==> src/rtl/ldtu_atu_pkg.sv <==
// ldtu_atu_pkg
// Shared definitions for the LiTE-DTU ATU test-mode packer: lane word tags,
// the packer state encoding and the bit positions of the 32-bit lane word.
// Optional feature macro: LDTU_ATU_PARITY_EN (bit 29 becomes even parity and
// the sequence field narrows to 5 bits).
package ldtu_atu_pkg;

  localparam int SAMPLE_W = 12;
  localparam int WORD_W   = 32;
  localparam int SEQ_W    = 6;

  localparam logic [1:0] TAG_G10 = 2'b10;
  localparam logic [1:0] TAG_G01 = 2'b01;

  typedef enum logic [1:0] {
    IDLE = 2'd0,
    SYNC = 2'd1,
    RUN  = 2'd2
  } state_t;

  // Lane word layout: {tag[31:30], seq/parity[29:24], older[23:12], newer[11:0]}
  localparam int TAG_LSB = 30;
  localparam int PAR_BIT = 29;
  localparam int SEQ_LSB = 24;
  localparam int OLD_LSB = 12;
  localparam int NEW_LSB = 0;

`ifdef LDTU_ATU_PARITY_EN
  localparam int SEQ_FIELD_W = 5;
`else
  localparam int SEQ_FIELD_W = 6;
`endif

endpackage

==> src/rtl/ldtu_atu_word_fmt.sv <==
// ldtu_atu_word_fmt
// Combinational formatter building one tagged 32-bit ATU lane word from a tag,
// the sequence field and an older/newer 12-bit sample pair.
// Ports:
//   i_tag   [1:0]            gain tag placed in bits [31:30]
//   i_seq   [SEQ_FIELD_W-1:0] sequence field (6 bits, or 5 with parity)
//   i_older [11:0]           first sample of the pair, bits [23:12]
//   i_newer [11:0]           second sample of the pair, bits [11:0]
//   o_word  [31:0]           formatted lane word
// Optional feature macro: LDTU_ATU_PARITY_EN -- bit 29 carries even parity
// over bits [28:0] so that the XOR of bits [29:0] is zero.
module ldtu_atu_word_fmt
  import ldtu_atu_pkg::*;
(
  input  logic [1:0]             i_tag,
  input  logic [SEQ_FIELD_W-1:0] i_seq,
  input  logic [SAMPLE_W-1:0]    i_older,
  input  logic [SAMPLE_W-1:0]    i_newer,
  output logic [WORD_W-1:0]      o_word
);

`ifdef LDTU_ATU_PARITY_EN
  logic [PAR_BIT-1:0] w_body;

  always_comb begin
    w_body = {i_seq, i_older, i_newer};
    o_word = {i_tag, ^w_body, w_body};
  end
`else
  always_comb begin
    o_word = {i_tag, i_seq, i_older, i_newer};
  end
`endif

endmodule

==> src/rtl/ldtu_atu_packer.sv <==
// ldtu_atu_packer
// Test-mode data source for the LiTE-DTU output mux. Pairs consecutive gain-1
// and gain-10 ADC samples into tagged 32-bit words and spreads them over the
// four ATU lanes (even seq -> lanes 0/1, odd seq -> lanes 2/3). Entering the
// stream emits sync_pattern on all lanes so the back-end can align lanes.
// Ports:
//   CLK              160 MHz system clock
//   rst_b            asynchronous active-low reset
//   test_enable      stream enable (level); low forces IDLE immediately
//   sample_valid     both DATA12 inputs carry a new sample this cycle
//   DATA12_g01/g10   12-bit ADC samples
//   sync_pattern     word loaded on all lanes at stream start
//   DATA32_ATU_0..3  registered lane words
//   atu_load         one-cycle strobe, some lane updated on the previous edge
//   atu_active       high in SYNC and RUN
// Optional feature macro: LDTU_ATU_PARITY_EN (see ldtu_atu_word_fmt).
module ldtu_atu_packer
  import ldtu_atu_pkg::*;
#(
  parameter int Nbits_12 = 12,
  parameter int Nbits_32 = 32
) (
  input  logic                CLK,
  input  logic                rst_b,
  input  logic                test_enable,
  input  logic                sample_valid,
  input  logic [Nbits_12-1:0] DATA12_g01,
  input  logic [Nbits_12-1:0] DATA12_g10,
  input  logic [Nbits_32-1:0] sync_pattern,
  output logic [Nbits_32-1:0] DATA32_ATU_0,
  output logic [Nbits_32-1:0] DATA32_ATU_1,
  output logic [Nbits_32-1:0] DATA32_ATU_2,
  output logic [Nbits_32-1:0] DATA32_ATU_3,
  output logic                atu_load,
  output logic                atu_active
);

  state_t              r_state;
  state_t              w_state_nxt;
  logic [SEQ_W-1:0]    r_seq;
  logic                r_half;
  logic [Nbits_12-1:0] r_old_g01;
  logic [Nbits_12-1:0] r_old_g10;
  logic                w_enter_sync;
  logic                w_take_first;
  logic                w_emit;
  logic [Nbits_32-1:0] w_word_g10;
  logic [Nbits_32-1:0] w_word_g01;

  // Dropping test_enable wins over every other transition.
  always_comb begin
    w_state_nxt = r_state;
    if (!test_enable) begin
      w_state_nxt = IDLE;
    end else begin
      case (r_state)
        IDLE:    w_state_nxt = SYNC;
        SYNC:    w_state_nxt = RUN;
        RUN:     w_state_nxt = RUN;
        default: w_state_nxt = IDLE;
      endcase
    end
  end

  // Samples only count while already in RUN; those seen in IDLE/SYNC are dropped.
  always_comb begin
    w_enter_sync = test_enable && (r_state == IDLE);
    w_take_first = test_enable && (r_state == RUN) && sample_valid && !r_half;
    w_emit       = test_enable && (r_state == RUN) && sample_valid && r_half;
  end

  ldtu_atu_word_fmt u_fmt_g10 (
    .i_tag   (TAG_G10),
    .i_seq   (r_seq[SEQ_FIELD_W-1:0]),
    .i_older (r_old_g10),
    .i_newer (DATA12_g10),
    .o_word  (w_word_g10)
  );

  ldtu_atu_word_fmt u_fmt_g01 (
    .i_tag   (TAG_G01),
    .i_seq   (r_seq[SEQ_FIELD_W-1:0]),
    .i_older (r_old_g01),
    .i_newer (DATA12_g01),
    .o_word  (w_word_g01)
  );

  always_ff @(posedge CLK or negedge rst_b) begin
    if (!rst_b) begin
      r_state      <= IDLE;
      r_seq        <= '0;
      r_half       <= 1'b0;
      atu_load     <= 1'b0;
      DATA32_ATU_0 <= '0;
      DATA32_ATU_1 <= '0;
      DATA32_ATU_2 <= '0;
      DATA32_ATU_3 <= '0;
    end else begin
      r_state  <= w_state_nxt;
      atu_load <= w_enter_sync || w_emit;
      // A half pair left pending when the stream stops is discarded.
      if (!test_enable || w_enter_sync) begin
        r_half <= 1'b0;
      end else if (w_take_first) begin
        r_half <= 1'b1;
      end else if (w_emit) begin
        r_half <= 1'b0;
      end
      if (w_enter_sync) begin
        r_seq        <= '0;
        DATA32_ATU_0 <= sync_pattern;
        DATA32_ATU_1 <= sync_pattern;
        DATA32_ATU_2 <= sync_pattern;
        DATA32_ATU_3 <= sync_pattern;
      end else if (w_emit) begin
        r_seq <= r_seq + 1'b1;
        if (!r_seq[0]) begin
          DATA32_ATU_0 <= w_word_g10;
          DATA32_ATU_1 <= w_word_g01;
        end else begin
          DATA32_ATU_2 <= w_word_g10;
          DATA32_ATU_3 <= w_word_g01;
        end
      end
    end
  end

  // Older samples are plain data holding registers and need no reset.
  always_ff @(posedge CLK) begin
    if (w_take_first) begin
      r_old_g10 <= DATA12_g10;
      r_old_g01 <= DATA12_g01;
    end
  end

  assign atu_active = (r_state != IDLE);

endmodule

==> config.mk <==
export PLATFORM = sky130hd
export DESIGN_NAME = ldtu_atu_packer
export DESIGN_NICKNAME = d
export VERILOG_FILES = /design/src/rtl/ldtu_atu_pkg.sv /design/src/rtl/ldtu_atu_word_fmt.sv /design/src/rtl/ldtu_atu_packer.sv
export SDC_FILE = /design/constraint.sdc
export NUM_CORES = 1
export LEC_CHECK = 0
export CORE_ASPECT_RATIO = 1.1
export CORE_UTILIZATION = 50
export DETAILED_ROUTE_END_ITERATION = 12
export GPL_TIMING_DRIVEN = 0
export PLACE_DENSITY = 0.85
export SLEW_MARGIN = 20
export SYNTH_ARGS = -nofsm -noshare
export SYNTH_HDL_FRONTEND = slang
export SYNTH_HIERARCHICAL = 1
export SYNTH_SLANG_ARGS = --single-unit
==> constraint.sdc <==
create_clock -name CLK -period 4.15 [get_ports CLK]
set_input_delay 1.0375 -clock CLK [delete_from_list [all_inputs] [get_ports CLK]]
set_output_delay 1.0375 -clock CLK [all_outputs]
set_load 0.005 [all_outputs]
==> results of run 1 <==
[cells by family (layout without fill, tap and decap cells)]
family,after synthesis,count (layout)
AO/OA/AOI/OAI,267,267
buffers and inverters,130,353
AND/OR/NAND/NOR,53,53
XOR/XNOR,1,1
other,2,4
adder cells (fa/ha/maj),3,3
flip-flops,162,162
[worst paths after layout]
kind,end,start,depth (start not counted),slack (ps)
hold reg to reg,DATA32_ATU_1[24],DATA32_ATU_1[24],1,540
min in group CLK,DATA32_ATU_1[24],DATA32_ATU_1[24],1,540
setup / recovery,atu_active,r_state[0],5,1250
hold / removal,DATA32_ATU_0[29],rst_b,1,480
max in group asynchronous,DATA32_ATU_3[24],rst_b,2,2890
setup reg to reg,DATA32_ATU_2[8],r_state[0],7,2010
[synth_stat cells]
cell         n  area [µm²]
nand2_1      6        22.5
edfxtp_1    24         721
buf_2        9        45.0
nand4_1      1        6.26
nand2b_1    33         206
nor2_1       2        7.51
o311ai_0     1        8.76
dfrtp_1    138        3450
or3_2        2        15.0
clkbuf_1    35         131
o41ai_1      1        8.76
o21ai_0      2        10.0
or4_1        1        7.51
inv_1        5        18.8
nor3b_1      1        7.51
o31ai_1    129         968
a21boi_1     1        7.51
a2bb2oi_1  128        1120
a21boi_0     1        7.51
and3_1       1        6.26
and4_2       1        10.0
buf_4       75         563
a21oi_1      4        20.0
nand4_2      1        12.5
nand4b_1     1        8.76
xnor2_1      1        8.76
and2_1       1        6.26
ha_1         3        37.5
buf_1        6        22.5
conb_1       2        7.51
nand3_1      2        10.0
[worst max-delay path: stages, from the launching register on]
cell             delay [ps]
dfrtp_1                 320
inv_1                    50
ha_1                    180
buf_2                   190
inv_1                   160
clkdlybuf4s50_1         530
[power by group]
group | internal, µW | switching (µW)
Clock | 835 | 613
Sequential | 2030 | 294
Combinational | 1240 | 822
Total | 4100 | 1730
[registers in the layout (all words and copies together), names as in the netlist]
| name | cells |
|---|---|
| DATA32_ATU_0 | 32 |
| atu_load | 1 |
| r_old_g01 | 12 |
| r_half | 1 |
| r_old_g10 | 12 |
| DATA32_ATU_1 | 32 |
| r_seq | 6 |
| DATA32_ATU_3 | 32 |
| DATA32_ATU_2 | 32 |
| r_state | 2 |
[metrics by stage]
| step | setup slack [ps] | setup TNS (ps) | area [µm²] | cells | power, µW |
|---|---|---|---|---|---|
| 6_report | 1250 | 0 | 10200 | 1035 | 5830 |
| 5_1_grt | 1160 | 0 | 10200 | 1035 | 6060 |
| 4_1_cts | 1240 | 0 | 10200 | 1035 | 5810 |
| 3_5_place_dp | 1090 | 0 | 9670 | 1003 | 4360 |
| 3_3_place_gp | -3110 | -446190 | 9620 | 1000 | 4300 |
| 2_1_floorplan | 404 | 0 | 7490 | 620 | 3150 |
[final cells by class]
type,count,area [µm²]
inverter,5,18.8
timing repair buffer,191,1930
multi-input combinational,328,2540
buffer,125,762
sequential,162,4170
fill,1001,4290
clock inverter,10,85.1
clock buffer,22,454
tap,192,240
[layer usage]
layer,track usage (%),routed length [µm]
met2,50.9,11200
met5,0,0
met3,8.00,2130
met4,14.6,922
met1,39.0,9190
==> metrics.csv, run 1 <==
metric;value;unit
first-pass GRT wire length;35.9;mm
mean post-synth cell area;12.1;µm²
Synth Cell Area;7490;µm²
crit path DAT;1860;ps
ANT nets after route;0;
Post-Synth Adder-Cell Area;0.501;%
# rows;46;
Max Root-Sink Buffers;2;
min cycle time layout;2900;ps
DR iter-0 viols;720;
TritonRoute pass-1 iters;5;
Ys Warns;6;
most common cell after layout, fill and taps aside;clkdlybuf4s50_1;
gr usage total;31.1;%
hold crit path type;in2async;
post-synthesis compound-gate area fraction;28.7;%
post-DR vias/cell;6.18;
XOR/XNOR Fraction of Synth Area;0.117;%
share of cells above drive strength 1;14.2;%
Final Net Count;893;
Die Span X;119;µm
Clock Sinks;162;
clock skew;6.79;ps
Critical Path RT;3110;ps
post-synthesis mux area share;0;%
largest net degree at the start of global routing;99;
vias in the first global route;6515;
Residual DRC;0;
Die ar.;15500;µm²
main combinational cell family by area after synthesis;compound AO/OA/AOI/OAI gates;
final design utilization;70.4;%
Post-CTS Setup Repair Bufs;0;
post-CTS sizing;0;
H-tree Lvls;4;
dpl hpwl;17.0;mm
CP Capture Type;output pin;
routed via count;6396;
GP Congestion;0.941;
synthesized instance count;618;
crit start category;flip-flop;
final hold slack;481;ps
flop and latch count out of synthesis;162;
grt total ovfl;0;
RSZ-0062 raised after global routing;no;
VDD IR max;0.361;mV
Wirelength per Cell;22.7;µm
max_cap viols;0;
die height;130;µm
register area share after synthesis;55.7;%
initial antenna violation count;0;
FMAX;0.345;GHz
power density over the cells;571;nW/µm²
Skew-Pair Late Insertion Delay;430;ps
Slew HR;49.7;%
crit path max fanout;9;
TritonCTS buffer count;17;
Fin. Hold Viols;0;
I/O Pins;190;
crit path kind;reg2out;
final wirelength;23.5;mm
outcome;finished clean;
Tcrit/Tclk final;69.8;%
CTS tree;done;
area grow syn2layout;36.4;%
Leakage;0.00406;µW
initial core utilization;51.6;%
Root Buffer;clkbuf_16;
port bufs;188;
pins over their slew limit;0;
core area;14500;µm²
commonest cells after routing, fill and taps aside;clkdlybuf4s50_1, dfrtp_1, o31ai_1;
diode count;0;
Cell variety after synth;31;
Simple-Gate Fraction of Synth Area;4.36;%
Worst-path clk slew;60;ps
hold-fix buffers at CTS;0;
# setup viols final;0;
Tightest Pin Transition;755;ps
No activity file was read; power rests on OpenSTA's default activity.
==> inputs of run 2 (changes only) <==
--- a/config.mk
+++ b/config.mk
@@ -6,10 +6,10 @@
 export NUM_CORES = 1
 export LEC_CHECK = 0
 export CORE_ASPECT_RATIO = 1.1
-export CORE_UTILIZATION = 50
+export CORE_UTILIZATION = 45
 export DETAILED_ROUTE_END_ITERATION = 12
 export GPL_TIMING_DRIVEN = 0
-export PLACE_DENSITY = 0.85
+export PLACE_DENSITY = 0.81
 export SLEW_MARGIN = 20
 export SYNTH_ARGS = -nofsm -noshare
 export SYNTH_HDL_FRONTEND = slang
==> constraint.sdc (replaced) <==
create_clock -name CLK -period 2.4 [get_ports CLK]
set_input_delay 0.6 -clock CLK [delete_from_list [all_inputs] [get_ports CLK]]
set_output_delay 0.6 -clock CLK [all_outputs]
set_load 0.005 [all_outputs]
==> metrics.csv, run 2 (synthesized netlist as in run 1, its figures left out) <==
metric;value;unit;change
port bufs;188;;unchanged
Worst-path clk slew;70;ps;about the same
ANT nets after route;0;;unchanged
Wirelength per Cell;21.9;µm;-3.4%
CP Capture Point;atu_active;;
Leakage;0.00408;µW;+0.45%
TritonCTS buffer count;17;;unchanged
initial core utilization;45.9;%;-5.7 points
Die ar.;17200;µm²;+11%
H-tree Lvls;4;;unchanged
grt met2 use;42.7;%;-8.2 points
Critical Path Start;r_state[0];;
most common cell after layout, fill and taps aside;clkdlybuf4s50_1;;
Clock Sinks;162;;unchanged
largest net degree at the start of global routing;75;;-24%
met1 Usage GRT;36.6;%;-2.4 points
# rows;49;;+6.5%
min cycle time layout;2240;ps;
Final Net Count;892;;-0.11%
final wirelength;22.9;mm;-2.3%
grt total ovfl;0;;unchanged
GP Congestion;0.905;;-3.9%
crit start category;flip-flop;;
post-DR vias/cell;5.92;;-4.2%
gr usage total;27.0;%;-4.1 points
Skew-Pair Late Insertion Delay;420;ps;about the same
pins over their slew limit;0;;unchanged
share of cells above drive strength 1;14.6;%;+0.37 points
power density over the cells;989;nW/µm²;+73%
initial antenna violation count;0;;unchanged
Root Buffer;clkbuf_16;;
Residual DRC;22;;+22
diode count;0;;unchanged
DP Cell Count;1014;;+1.1%
outcome;finished with violations;;
GR met3 Demand/Resource;5.40;%;-2.6 points
CP Capture Type;output pin;;
first-pass GRT wire length;34.5;mm;-3.8%
RSZ-0062 raised after global routing;no;;
Setup TNS;0;ps;unchanged
Crit Reg-Reg Endpoint;DATA32_ATU_2[8];;
Setup WS post-layout;163;ps;-1090 ps
reg2reg start;r_state[0];;
die height;137;µm;+5.3%
crit path kind;reg2out;;
VDD IR max;0.538;mV;+49%
final design utilization;62.8;%;-7.6 points
filler-free cell count of the finished design;1046;;+1.1%
hold crit path type;in2async;;
worst slack at placement;-208;ps;-1300 ps
violated checks;design-rule violations;;
Critical Path RT;1800;ps;-1310 ps
Slew HR;51.0;%;+1.3 points
Post-CTS Setup Repair Bufs;0;;unchanged
Fin. Hold Viols;0;;unchanged
r2r setup slk;270;ps;-1740 ps
CTS tree;done;;
DR iter-0 viols;648;;-10%
routed via count;6192;;-3.2%
area grow syn2layout;36.8;%;
# setup viols final;0;;unchanged
crit path DAT;1640;ps;-220 ps
crit path max fanout;9;;unchanged
Max Root-Sink Buffers;2;;unchanged
TritonRoute pass-1 iters;11;;+6
Die Span X;125;µm;+5.3%
core area;16300;µm²;+12%
Tcrit/Tclk final;93.2;%;
clock skew;8.74;ps;+1.95 ps
I/O Pins;190;;unchanged
max_cap viols;0;;unchanged
commonest cells after routing, fill and taps aside;clkdlybuf4s50_1, dfrtp_1, o31ai_1;;
final hold slack;105;ps;-375 ps
worst reg2reg path depth;7;;unchanged
dpl hpwl;16.5;mm;-2.6%
most used routing layer;met2;;
vias in the first global route;6060;;-7.0%
Tightest Pin Transition;735;ps;-20.0 ps
FMAX;0.447;GHz;
hold-fix buffers at CTS;0;;unchanged
## run 2: through the flow
step	total power, µW	area (µm²)
after floorplan	5450	7510
after global placement	7480	9640
after detailed placement	7530	9690
after CTS	10100	10200
after global routing	10600	10200
final	10100	10200
## run 2: per-layer routing
metal  vias to the layer above  wire [µm]
met4                         0        673
met3                        61       1770
met1                      3017       9740
li1                       2765          -
met5                         -          0
met2                       349      10700
## run 2: layout make-up
cell class	count	area [µm²]
Fill cell	1261	6060
Sequential cell	162	4170
Multi-Input combinational cell	328	2550
Timing Repair Buffer	190	1930
Buffer	125	762
Clock buffer	18	429
Tap cell	204	255
Clock inverter	14	128
Inverter	5	18.8
## run 2: worst max-delay path: stages (launching register included)
cell and delay, ps:
dfrtp_1 360, inv_1 70, ha_1 140, buf_2 240
inv_1 120, dlygate4sd2_1 300
## run 2: timing repair
| item | 4_1_cts | 5_1_grt |
|---|---|---|
| endpoints found under the hold margin | 0 | 0 |
| gates resized for setup | 1 | 0 |
| setup endpoints to repair | 1 | 0 |
## run 2: worst min-delay path by stage
stage / startpoint / end / slack (ps) / depth (start not counted)
final: rst_b / DATA32_ATU_2[15] / 110 / 1
after global routing: rst_b / DATA32_ATU_2[15] / 140 / 1
after CTS: rst_b / DATA32_ATU_2[15] / 130 / 1
after detailed placement: DATA32_ATU_0[1] / DATA32_ATU_0[1] / 530 / 1
after global placement: DATA32_ATU_3[15] / DATA32_ATU_3[15] / 520 / 1
after floorplan: rst_b / DATA32_ATU_0[0] / 300 / 0
## run 2: report_power, final
part,total [µW],internal [µW],switching [µW]
combinational,3530,2140,1390
clock,2610,1440,1160
sequential,4000,3500,498
total,10100,7080,3050
==> inputs of run 3 (changes only) <==
==> constraint.sdc (replaced) <==
create_clock -name CLK -period 2.4 [get_ports CLK]
set_input_delay 0.6 -clock CLK [delete_from_list [all_inputs] [get_ports CLK]]
set_output_delay 0.6 -clock CLK [all_outputs]
set_load 0.02 [all_outputs]
==> metrics.csv, run 3 (synthesized netlist as in run 1, its figures left out) <==
metric;value;unit;change
routed via count;6143;;-0.79%
diode count;0;;unchanged
DR iter-0 viols;651;;+0.46%
FMAX;0.439;GHz;-1.7%
VDD IR max;0.555;mV;+3.1%
CTS tree;done;;
crit path max fanout;9;;unchanged
Residual DRC;22;;unchanged
TritonCTS buffer count;17;;unchanged
crit path kind;reg2out;;
pins over their slew limit;0;;unchanged
outcome;finished with violations;;
ANT nets after route;0;;unchanged
power density over the cells;1070;nW/µm²;+8.1%
grt total ovfl;0;;unchanged
final wirelength;22.9;mm;-0.16%
crit start category;flip-flop;;
area grow syn2layout;36.9;%;about the same
violated checks;design-rule violations;;
Fin. Hold Viols;0;;unchanged
TritonRoute pass-1 iters;10;;-1
max_cap viols;0;;unchanged
# setup viols final;0;;unchanged
commonest cells after routing, fill and taps aside;clkdlybuf4s50_1, dfrtp_1, o31ai_1;;
core area;16300;µm²;unchanged
clock skew;10.1;ps;+1.33 ps
DP Cell Count;1014;;unchanged
most common cell after layout, fill and taps aside;clkdlybuf4s50_1;;
Tcrit/Tclk final;94.8;%;+1.6 points
H-tree Lvls;4;;unchanged
min cycle time layout;2280;ps;+38.9 ps
GP Congestion;0.905;;unchanged
Tightest Pin Transition;730;ps;-4.56 ps
r2r setup slk;280;ps;about the same
Clock Sinks;162;;unchanged
initial antenna violation count;0;;unchanged
filler-free cell count of the finished design;1046;;unchanged
filler instances;1260;;-0.079%
vias in the first global route;6060;;unchanged
Wirelength per Cell;21.9;µm;-0.16%
hold-fix buffers at CTS;0;;unchanged
I/O Pins;190;;unchanged
Max Root-Sink Buffers;2;;unchanged
port bufs;188;;unchanged
post-CTS sizing;1;;unchanged
post-DR vias/cell;5.87;;-0.79%
die height;137;µm;unchanged
finished layout cell area;10200;µm²;about the same
# rows;49;;unchanged
Post-CTS Setup Repair Bufs;0;;unchanged
initial core utilization;45.9;%;unchanged
Critical Path RT;1800;ps;about the same
Skew-Pair Late Insertion Delay;430;ps;about the same
gr usage total;27.0;%;unchanged
Root Buffer;clkbuf_16;;
RSZ-0062 raised after global routing;no;;
Slew HR;51.3;%;+0.30 points
Die Span X;125;µm;unchanged
dpl hpwl;16.5;mm;unchanged
crit path DAT;1680;ps;+40 ps
Final Net Count;892;;unchanged
Leakage;0.00408;µW;about the same
CP Capture Type;output pin;;
Worst-path clk slew;70;ps;about the same
overall power;11000;µW;+8.2%
share of cells above drive strength 1;14.6;%;unchanged
largest net degree at the start of global routing;75;;unchanged
hold crit path type;in2async;;
Die ar.;17200;µm²;unchanged
placed cell area;9690;µm²;unchanged
first-pass GRT wire length;34.5;mm;unchanged
run 3: cell type report:
type                    instances  area, µm²  area share [%]
flip-flops and latches        162       4170            40.7
multi-input cells             328       2550            24.9
repair buffers                190       1930            18.8
plain buffers                 125        764            7.46
clock buffers                  18        429            4.19
well taps                     204        255            2.49
clock inverters                14        128            1.25
inverters                       5       18.8           0.183
run 3: worst max-delay path, cell delays in order, from the launching register on:
cell and delay, ps:
dfrtp_1 350, inv_1 50, ha_1 160, clkbuf_4 200, inv_1 120, dlygate4sd2_1 380
run 3: stage by stage:
step,setup WS [ps],util (%),hold WS [ps],setup TNS [ps]
after CTS,86.9,62.8,131,0
after floorplan,237,-,304,0
after global placement,-4700,59.1,525,-656870
after global routing,29.1,62.8,140,0
after detailed placement,-208,59.4,530,-2100
final,124,62.8,102,0
run 3: report_power, final:
part / leakage, µW / internal, µW / switching [µW]
registers: 0.00175 / 3500 / 498
logic: 0.00205 / 2160 / 2200
clock network: 0.000274 / 1440 / 1160
total: 0.00408 / 7100 / 3860
run 3: worst paths after layout:
path,from,end,depth (start not counted)
min in group CLK,DATA32_ATU_2[8],DATA32_ATU_2[8],1
worst max-delay path,r_state[1],atu_active,5
worst max register to register,r_state[0],DATA32_ATU_2[8],7
max in group asynchronous,rst_b,DATA32_ATU_3[25],2
worst min register to register,DATA32_ATU_2[8],DATA32_ATU_2[8],1
worst min-delay path,rst_b,DATA32_ATU_2[15],1
run 3: routing by layer:
metal	vias to the layer above	wire length, µm	track usage [%]	share of wire [%]
li1	2764	-	-	-
met1	3013	9780	36.6	43
met2	320	10800	42.7	47
met3	46	1710	5.40	7.5
met4	0	619	11.0	2.7
met5	-	0	0	0
